[config.mk]
export PLATFORM = sky130hd
export DESIGN_NAME = riscv_main_fsm
export DESIGN_NICKNAME = d
export VERILOG_FILES = /design/src/rtl/riscv_ctrl_pkg.sv /design/src/rtl/riscv_main_fsm_out_dec.sv /design/src/rtl/riscv_main_fsm.sv
export SDC_FILE = /design/constraint.sdc
export NUM_CORES = 1
export LEC_CHECK = 0
export ABC_AREA = 1
export CAP_MARGIN = 0
export CELL_PAD_IN_SITES_DETAIL_PLACEMENT = 1
export CELL_PAD_IN_SITES_GLOBAL_PLACEMENT = 2
export CORE_UTILIZATION = 18
export CTS_CLUSTER_SIZE = 25
export DETAILED_ROUTE_END_ITERATION = 10
export PLACE_DENSITY_LB_ADDON = 0.2
export SETUP_SLACK_MARGIN = 0.15
export SYNTH_ARGS = -nofsm -noshare
export SYNTH_HDL_FRONTEND = slang
export SYNTH_SLANG_ARGS = --single-unit
[constraint.sdc]
create_clock -name clk -period 1.45 [get_ports clk]
set_clock_uncertainty 0.1 [all_clocks]
set_input_delay 0.29 -clock clk [delete_from_list [all_inputs] [get_ports clk]]
set_output_delay 0.29 -clock clk [all_outputs]
set_load 0.05 [all_outputs]
[src/rtl/riscv_ctrl_pkg.sv]
// Shared control encodings: opcodes, FSM states and datapath mux selects.
// Used by the main FSM and the instruction decoder. Macro: ILLEGAL_TRAP_EN adds S_TRAP.
package riscv_ctrl_pkg;

    localparam logic [6:0] OP_LW    = 7'b0000011;
    localparam logic [6:0] OP_SW    = 7'b0100011;
    localparam logic [6:0] OP_R     = 7'b0110011;
    localparam logic [6:0] OP_I_ALU = 7'b0010011;
    localparam logic [6:0] OP_BEQ   = 7'b1100011;
    localparam logic [6:0] OP_JAL   = 7'b1101111;
    localparam logic [6:0] OP_JALR  = 7'b1100111;
    localparam logic [6:0] OP_LUI   = 7'b0110111;
    localparam logic [6:0] OP_AUIPC = 7'b0010111;

    localparam logic [3:0] S_FETCH    = 4'd0;
    localparam logic [3:0] S_DECODE   = 4'd1;
    localparam logic [3:0] S_MEMADR   = 4'd2;
    localparam logic [3:0] S_MEMREAD  = 4'd3;
    localparam logic [3:0] S_MEMWB    = 4'd4;
    localparam logic [3:0] S_MEMWRITE = 4'd5;
    localparam logic [3:0] S_EXECUTER = 4'd6;
    localparam logic [3:0] S_EXECUTEI = 4'd7;
    localparam logic [3:0] S_LUI      = 4'd8;
    localparam logic [3:0] S_ALUWB    = 4'd9;
    localparam logic [3:0] S_JALR_ADR = 4'd10;
    localparam logic [3:0] S_JAL      = 4'd11;
    localparam logic [3:0] S_BEQ      = 4'd12;
`ifdef ILLEGAL_TRAP_EN
    localparam logic [3:0] S_TRAP     = 4'd13;
`endif

    localparam logic [1:0] RES_ALUOUT = 2'b00;
    localparam logic [1:0] RES_DATA   = 2'b01;
    localparam logic [1:0] RES_ALURES = 2'b10;

    localparam logic [1:0] SRCA_PC    = 2'b00;
    localparam logic [1:0] SRCA_OLDPC = 2'b01;
    localparam logic [1:0] SRCA_RD1   = 2'b10;

    localparam logic [1:0] SRCB_RD2   = 2'b00;
    localparam logic [1:0] SRCB_IMM   = 2'b01;
    localparam logic [1:0] SRCB_FOUR  = 2'b10;

    localparam logic [1:0] ALU_ADD    = 2'b00;
    localparam logic [1:0] ALU_SUB    = 2'b01;
    localparam logic [1:0] ALU_FUNCT  = 2'b10;
    localparam logic [1:0] ALU_PASSB  = 2'b11;

    typedef struct packed {
        logic       ir_write;
        logic       pc_update;
        logic       branch;
        logic       reg_write;
        logic       mem_write;
        logic       adr_src;
        logic [1:0] result_src;
        logic [1:0] alu_src_a;
        logic [1:0] alu_src_b;
        logic [1:0] alu_op;
    } ctrl_t;

endpackage

[src/rtl/riscv_main_fsm_out_dec.sv]
// Moore output decode for the main FSM: state (+ mem_ready in FETCH) -> controls.
// Ports: i_state (4b), i_mem_ready, o_ctrl (ctrl_t bundle of all control outputs).
module main_fsm_out_dec
    import riscv_ctrl_pkg::*;
(
    input  logic [3:0] i_state,
    input  logic       i_mem_ready,
    output ctrl_t      o_ctrl
);

    always_comb begin
        o_ctrl = '0;
        case (i_state)
            S_FETCH: begin
                o_ctrl.ir_write   = i_mem_ready;
                o_ctrl.pc_update  = i_mem_ready;
                o_ctrl.alu_src_a  = SRCA_PC;
                o_ctrl.alu_src_b  = SRCB_FOUR;
                o_ctrl.alu_op     = ALU_ADD;
                o_ctrl.result_src = RES_ALURES;
            end
            S_DECODE: begin
                o_ctrl.alu_src_a = SRCA_OLDPC;
                o_ctrl.alu_src_b = SRCB_IMM;
            end
            S_MEMADR, S_JALR_ADR: begin
                o_ctrl.alu_src_a = SRCA_RD1;
                o_ctrl.alu_src_b = SRCB_IMM;
            end
            S_MEMREAD: begin
                o_ctrl.adr_src    = 1'b1;
                o_ctrl.result_src = RES_ALUOUT;
            end
            S_MEMWB: begin
                o_ctrl.result_src = RES_DATA;
                o_ctrl.reg_write  = 1'b1;
            end
            S_MEMWRITE: begin
                o_ctrl.adr_src    = 1'b1;
                o_ctrl.result_src = RES_ALUOUT;
                o_ctrl.mem_write  = 1'b1;
            end
            S_EXECUTER: begin
                o_ctrl.alu_src_a = SRCA_RD1;
                o_ctrl.alu_src_b = SRCB_RD2;
                o_ctrl.alu_op    = ALU_FUNCT;
            end
            S_EXECUTEI: begin
                o_ctrl.alu_src_a = SRCA_RD1;
                o_ctrl.alu_src_b = SRCB_IMM;
                o_ctrl.alu_op    = ALU_FUNCT;
            end
            S_LUI: begin
                o_ctrl.alu_src_b = SRCB_IMM;
                o_ctrl.alu_op    = ALU_PASSB;
            end
            S_ALUWB: begin
                o_ctrl.result_src = RES_ALUOUT;
                o_ctrl.reg_write  = 1'b1;
            end
            // PC takes the target held in ALUOut while the ALU forms OldPC+4
            S_JAL: begin
                o_ctrl.alu_src_a  = SRCA_OLDPC;
                o_ctrl.alu_src_b  = SRCB_FOUR;
                o_ctrl.result_src = RES_ALUOUT;
                o_ctrl.pc_update  = 1'b1;
            end
            S_BEQ: begin
                o_ctrl.alu_src_a  = SRCA_RD1;
                o_ctrl.alu_src_b  = SRCB_RD2;
                o_ctrl.alu_op     = ALU_SUB;
                o_ctrl.result_src = RES_ALUOUT;
                o_ctrl.branch     = 1'b1;
            end
            default: o_ctrl = '0;
        endcase
    end

endmodule

[src/rtl/riscv_main_fsm.sv]
// Multicycle main control FSM: state register, next-state logic, reset gating.
// Ports: clk, rst (sync, active-high), op[6:0], mem_ready -> control strobes/selects;
// illegal_instr only when ILLEGAL_TRAP_EN is defined.
module riscv_main_fsm
    import riscv_ctrl_pkg::*;
(
    input  logic       clk,
    input  logic       rst,
    input  logic [6:0] op,
    input  logic       mem_ready,
    output logic       ir_write,
    output logic       pc_update,
    output logic       branch,
    output logic       reg_write,
    output logic       mem_write,
    output logic       adr_src,
    output logic [1:0] result_src,
    output logic [1:0] alu_src_a,
    output logic [1:0] alu_src_b,
    output logic [1:0] alu_op
`ifdef ILLEGAL_TRAP_EN
    ,
    output logic       illegal_instr
`endif
);

    logic [3:0] r_state;
    logic [3:0] w_next;
    logic [3:0] w_dec_state;
    logic       w_dec_ready;
    ctrl_t      w_ctrl;

`ifdef ILLEGAL_TRAP_EN
    localparam logic [3:0] S_BAD_OP = S_TRAP;
`else
    localparam logic [3:0] S_BAD_OP = S_FETCH;
`endif

    always_comb begin
        w_next = r_state;
        case (r_state)
            S_FETCH:    if (mem_ready) w_next = S_DECODE;
            S_DECODE: begin
                case (op)
                    OP_LW, OP_SW: w_next = S_MEMADR;
                    OP_R:         w_next = S_EXECUTER;
                    OP_I_ALU:     w_next = S_EXECUTEI;
                    OP_JAL:       w_next = S_JAL;
                    OP_JALR:      w_next = S_JALR_ADR;
                    OP_BEQ:       w_next = S_BEQ;
                    OP_LUI:       w_next = S_LUI;
                    OP_AUIPC:     w_next = S_ALUWB;
                    default:      w_next = S_BAD_OP;
                endcase
            end
            S_MEMADR:   w_next = (op == OP_LW) ? S_MEMREAD : S_MEMWRITE;
            S_MEMREAD:  if (mem_ready) w_next = S_MEMWB;
            S_MEMWB:    w_next = S_FETCH;
            S_MEMWRITE: if (mem_ready) w_next = S_FETCH;
            S_EXECUTER: w_next = S_ALUWB;
            S_EXECUTEI: w_next = S_ALUWB;
            S_LUI:      w_next = S_ALUWB;
            S_ALUWB:    w_next = S_FETCH;
            S_JALR_ADR: w_next = S_JAL;
            S_JAL:      w_next = S_ALUWB;
            S_BEQ:      w_next = S_FETCH;
`ifdef ILLEGAL_TRAP_EN
            S_TRAP:     w_next = S_TRAP;
`endif
            default:    w_next = S_FETCH;
        endcase
    end

    always_ff @(posedge clk) begin
        if (rst) r_state <= S_FETCH;
        else     r_state <= w_next;
    end

`ifdef ILLEGAL_TRAP_EN
    logic r_illegal;

    always_ff @(posedge clk) begin
        if (rst)                   r_illegal <= 1'b0;
        else if (w_next == S_TRAP) r_illegal <= 1'b1;
    end

    assign illegal_instr = r_illegal;
`endif

    // During reset present FETCH selects with mem_ready masked, so no strobe fires
    assign w_dec_state = rst ? S_FETCH : r_state;
    assign w_dec_ready = mem_ready & ~rst;

    main_fsm_out_dec u_out_dec (
        .i_state     (w_dec_state),
        .i_mem_ready (w_dec_ready),
        .o_ctrl      (w_ctrl)
    );

    assign ir_write   = w_ctrl.ir_write;
    assign pc_update  = w_ctrl.pc_update;
    assign branch     = w_ctrl.branch;
    assign reg_write  = w_ctrl.reg_write;
    assign mem_write  = w_ctrl.mem_write;
    assign adr_src    = w_ctrl.adr_src;
    assign result_src = w_ctrl.result_src;
    assign alu_src_a  = w_ctrl.alu_src_a;
    assign alu_src_b  = w_ctrl.alu_src_b;
    assign alu_op     = w_ctrl.alu_op;

endmodule

### Yosys cells after proc, flatten, opt, wreduce, memory -nomap -nowiden

Index checks and enable logic that the tools add are counted.

* muxes and demuxes: 17
* div/mod/pow operators: 0
* add/subtract/negate cells: 0
* shift-type cells: 0
* equality and inequality tests: 33
* bitwise operators: 2
* $lt $le $gt $ge: 0
* multipliers: 0
* reductions and logical operators: 12

Operators with widths (number)
* $eq 4x4->1 const B: 8
* $pmux 4 s8: 1
* $eq 4x3->1 const B: 7
* $pmux 4 s7: 1
* $eq 7x6->1 const B: 3
* $eq 7x7->1 const B: 3
* $eq 4x2->1 const B: 4
* $mux 4: 4
* $eq 7x5->1 const B: 2
* $pmux 2 s2: 3
* $reduce_or 2->1: 6
* $reduce_or 5->1: 2
* $eq 4x1->1 const B: 2
* $logic_not 4->1: 2
* $eq 7x2->1 const B: 1
* $ne 2x2->1 const B: 3
* $pmux 2 s3: 1
* $mux 1: 5
* $reduce_or 4->1: 1
* $mux 3: 1
* $reduce_and 3->1: 1
* $pmux 1 s2: 1
* $and 1x1->1: 1
* $not 1->1: 1

* register bits: 4
* ROM bits: 0
* memories kept: 0
* memory bits (writable): 0
* latch bits: 0
* input port bits: 10
* word-level logic and storage cells: 65

### Depth between registers and ports, before layout

* word-level depth: 4
* mapped depth: 9
* depth with buffers taken out: 9

### Cells and area by module

A second synthesis with hierarchy kept.

* cell total of the unflattened synthesis: 129
* area total of the unflattened synthesis: 621.8 sq um

Modules (own cells, without submodules)
* riscv_main_fsm: seq. area each 80.1 sq um, cells each 91, area each 452.9 sq um, instances 1
* main_fsm_out_dec: seq. area each 0.0 sq um, cells each 38, area each 168.9 sq um, instances 1

### Worst setup path after synthesis

OpenSTA, ideal clock, no wires.

* kind: register -> output
* start: register r_state[1]
* end: output port alu_src_a[1]
* cell stages (with the launch flop): 7
* path slack: -861 ps
* arrival time: 1921 ps
* buffers on the path: 1
* cell sequence: dfxtp_1 -> buf_6 -> nor2_1 -> inv_1 -> nor2_1 -> nand2_1 -> o2111ai_1

* word-level cells in the longest chain between the ends: 4

Ends and longest elaborated chain
* start: declaration: RTL line riscv_main_fsm.sv:27 `logic [3:0] r_state;`
* start signal: assignment: RTL line riscv_main_fsm.sv:76 `else r_state <= w_next;`
* $mux 4 *: RTL line riscv_main_fsm.sv:91 `assign w_dec_state = rst ? S_FETCH : r_state;`
* $eq 4x2->1, or another cell as far along: RTL line riscv_main_fsm_out_dec.sv:13 `case (i_state)`
* $reduce_or 5->1 (no line) or $reduce_or 2->1 (tied branches)
* $pmux 2 s2 *: RTL line riscv_main_fsm_out_dec.sv:13
* end: declaration: RTL line riscv_main_fsm.sv:18 `output logic [1:0] alu_src_a,`

Every way passes the cells marked *; elsewhere a longest branch is shown, timed or not.

### Final worst setup path

* start: register r_state[0]
* end: output port alu_src_a[1]

The elaborated chain is that of the path after synthesis.

==> metrics.md <==
| Metric | Value |
|---|---|
| Outcome | `finished with violations` |
| Violations in the final reports | `setup timing` |
| Final worst slack | `-0.295 ns` |
| F_max | `about 570 MHz` |
| DPL Wire Length | `slightly below 2000 µm` |
| Synthesized area per cell | `about 5.1 µm²` |
| Placed Cells | `203` |
| RSZ-0062 raised after global routing | `yes` |
| Chip Height | `58.5 µm` |
| Critical path arrival | `1.35 ns` |
| Clock root buffer | `clkbuf_4` |
| Final hold violations | `0` |
| Final net count | `~180` |
| Worst Setup End Kind | `output port` |
| Rows | `20` |
| CORE AREA | `3050 µm²` |
| 1st-iter DRT viols | `16` |
| Worst-path clk slew | `0.04 ns` |
| First-pass GRT wire length | `4140 µm` |
| Setup-failing EPs final | `14` |
| Biggest regs | `r_state: 4 flops` |
| Yosys cell types | `18` |
| Remaining global-route overflow | `0` |
| Critical Path RT | `1.06 ns` |
| Largest net degree at the start of global routing | `10` |
| Peak VDD IR | `0.429 mV` |
| CTS H-tree depth | `1` |
| Synth Warn # | `0` |
| Crit share post-route | `120%` |
| Final Core Density | `48.9%` |
| Mapped Area | `576 µm²` |
| Die width | `58.5 µm` |
| Cts bufs inserted | `3` |
| Cells after synthesis | `113` |
| Crit Path Max Fanout | `5` |
| Ratio of cells with drive above 1 in the final layout | `between 50% and 60%` |
| Post-Route WL | `2340 µm` |
| Flop and latch count out of synthesis | `4` |
| Initial antenna violation count | `0` |
| Per-cell routed wire length | `about 11 µm` |
| Die area | `3430 µm²` |
| Via density | `4.18` |
| Startpoint Class | `flip-flop` |
| DR pass1 iterations | `3` |
| CTS sink count | `4` |
| Net Count, Synth | `123` |
| Top cells by area, synth | `nand2_1 29%, dfxtp_1 14%, nor2_1 13%` |
| Power per standard cell area | `480 nW/µm²` |
| Worst-Skew Late Latency | `0.25 ns` |
| Placement Setup Slack | `-0.603 ns` |
| Area added between synthesis and finish | `159%` |
| Initial Utilization | `18.9%` |
| DRC | `0` |
| Final min period | `1.74 ns` |
| Worst-Margin Slew | `0.229 ns` |
| Top reg by flops | `r_state` |
| Final GP Congestion | `0.788` |
| Hold Worst Slack | `0.346 ns` |
| Register area share after synthesis | `between 10% and 20%` |
| Fin cells | `212` |
| Vias post-DR | `between 800 and 900` |
| CTS tree | `done` |
| Lkg Pwr | `between 0.6 and 0.7 nW` |
| Slew Limit Fails | `0` |
| Vias in the first global route | `938` |
| Antenna diodes | `0` |
| Post-CTS Hold Fix Bufs | `0` |
| Hold crit path type | `input pin to flip-flop` |
| Critical path class | `flip-flop to output port` |
| Yosys top cell by area | `nand2_1` |
| Yosys top cell area share | `28.7%` |
| Top Ports | `24` |
| Max reg flops | `4` |
| Max Cap Violations | `0` |
| Slew margin rel. | `84.6%` |
| Port bufs | `23` |
| Antenna-violating nets left | `0` |
| Max Buffers Root-to-Sink | `2` |
| Tot GR Track Use | `15.8%` |
metal layers:
metal	routed length (µm)	vias to the layer above	GRT usage, %
met5	0	-	0
met4	22	0	6.12
met3	53	2	1.32
met2	1190	16	27.1
met1	1080	399	20.5
li1	-	470	-
worst paths after layout:
check	from	to	slack, ns	cells after the start
worst max-delay path	r_state[0]	alu_src_a[1]	-0.29	6
worst max register to register	r_state[1]	r_state[2]	0.01	8
worst min-delay path	rst	r_state[3]	0.35	2
worst min register to register	r_state[2]	r_state[2]	0.45	2
Yosys cell counts:
library cell  count
o32ai_1           1
o22ai_1           1
inv_1            13
nor2_1           20
inv_2             1
nor2_4            1
buf_6             3
dfxtp_1           4
a21oi_1           2
nand2_1          44
nand2_2           2
o2111ai_1         1
o21ai_0           1
a31oi_1           1
nand3_2           1
nor3_1            2
nand4_1           4
nand3_1          11
logic make-up after synthesis:
family	count (synthesis)	synth area share [%]
and+or+nand+nor	85	63.3
AOI/OAI and AO/OA	7	7.83
DFF	4	13.9
buffers and inverters	17	15.0
cells in the final DEF (no fill, tap or decap):
cell / synthesis / layout
clkdlybuf4s50_1: 0 / 3
buf_6: 3 / 3
clkbuf_1: 0 / 1
buf_4: 0 / 27
clkinvlp_4: 0 / 1
o21ai_4: 0 / 1
o32ai_4: 0 / 1
nor2_2: 0 / 4
dfxtp_4: 0 / 3
o2111ai_4: 0 / 1
inv_2: 1 / 5
a31oi_2: 0 / 1
nor2_1: 20 / 7
nand3_1: 11 / 9
inv_4: 0 / 3
clkbuf_4: 0 / 3
o22ai_4: 0 / 1
dfxtp_2: 0 / 1
a21oi_1: 2 / 1
nand4_1: 4 / 4
nand2_1: 44 / 33
inv_1: 13 / 5
buf_12: 0 / 15
nor2_4: 1 / 10
nand3_2: 1 / 2
a21oi_2: 0 / 1
nor3_2: 0 / 1
nand2_4: 0 / 5
nand2_2: 2 / 8
nand3_4: 0 / 1
clkdlybuf4s15_2: 0 / 1
nor3_1: 2 / 1
dlygate4sd2_1: 0 / 5
critical path, stage by stage (launching register included):
cell and delay [ns]:
dfxtp_4 0.39, inv_4 0.05, nor2_4 0.11, nand2_2 0.07, buf_6 0.13, o2111ai_4 0.19, buf_12 0.17
per-stage QoR:
step	setup TNS, ns	area (µm²)	power (W)
after floorplan	-0.642	741	0.000344
after global placement	-8.00	1340	0.000530
after detailed placement	-7.89	1340	0.000535
after CTS	-3.67	1460	0.000726
after global routing	-4.37	1490	0.000767
final	-3.33	1490	0.000717
cell type report:
type / count / area, µm²
Fill cell: 376 / 1560
Multi-Input combinational cell: 92 / 633
Timing Repair Buffer: 54 / 622
Sequential cell: 4 / 92.6
Inverter: 14 / 63.8
Tap cell: 44 / 55.1
Clock buffer: 4 / 26.3
report_power, final:
group	switching (W)	total, W	internal [W]
sequential	0.0000124	0.000127	0.000114
combinational	0.000228	0.000428	0.000200
clock	0.0000580	0.000162	0.000104
timing repair:
item | 4_1_cts | 5_1_grt
gates resized for setup | 27 | 10
setup endpoints to repair | 18 | 18
endpoints found under the hold margin | 0 | 0
pin swaps | 10 | 8
setup buffers | 4 | 1
No activity file was read; power rests on OpenSTA's default activity.
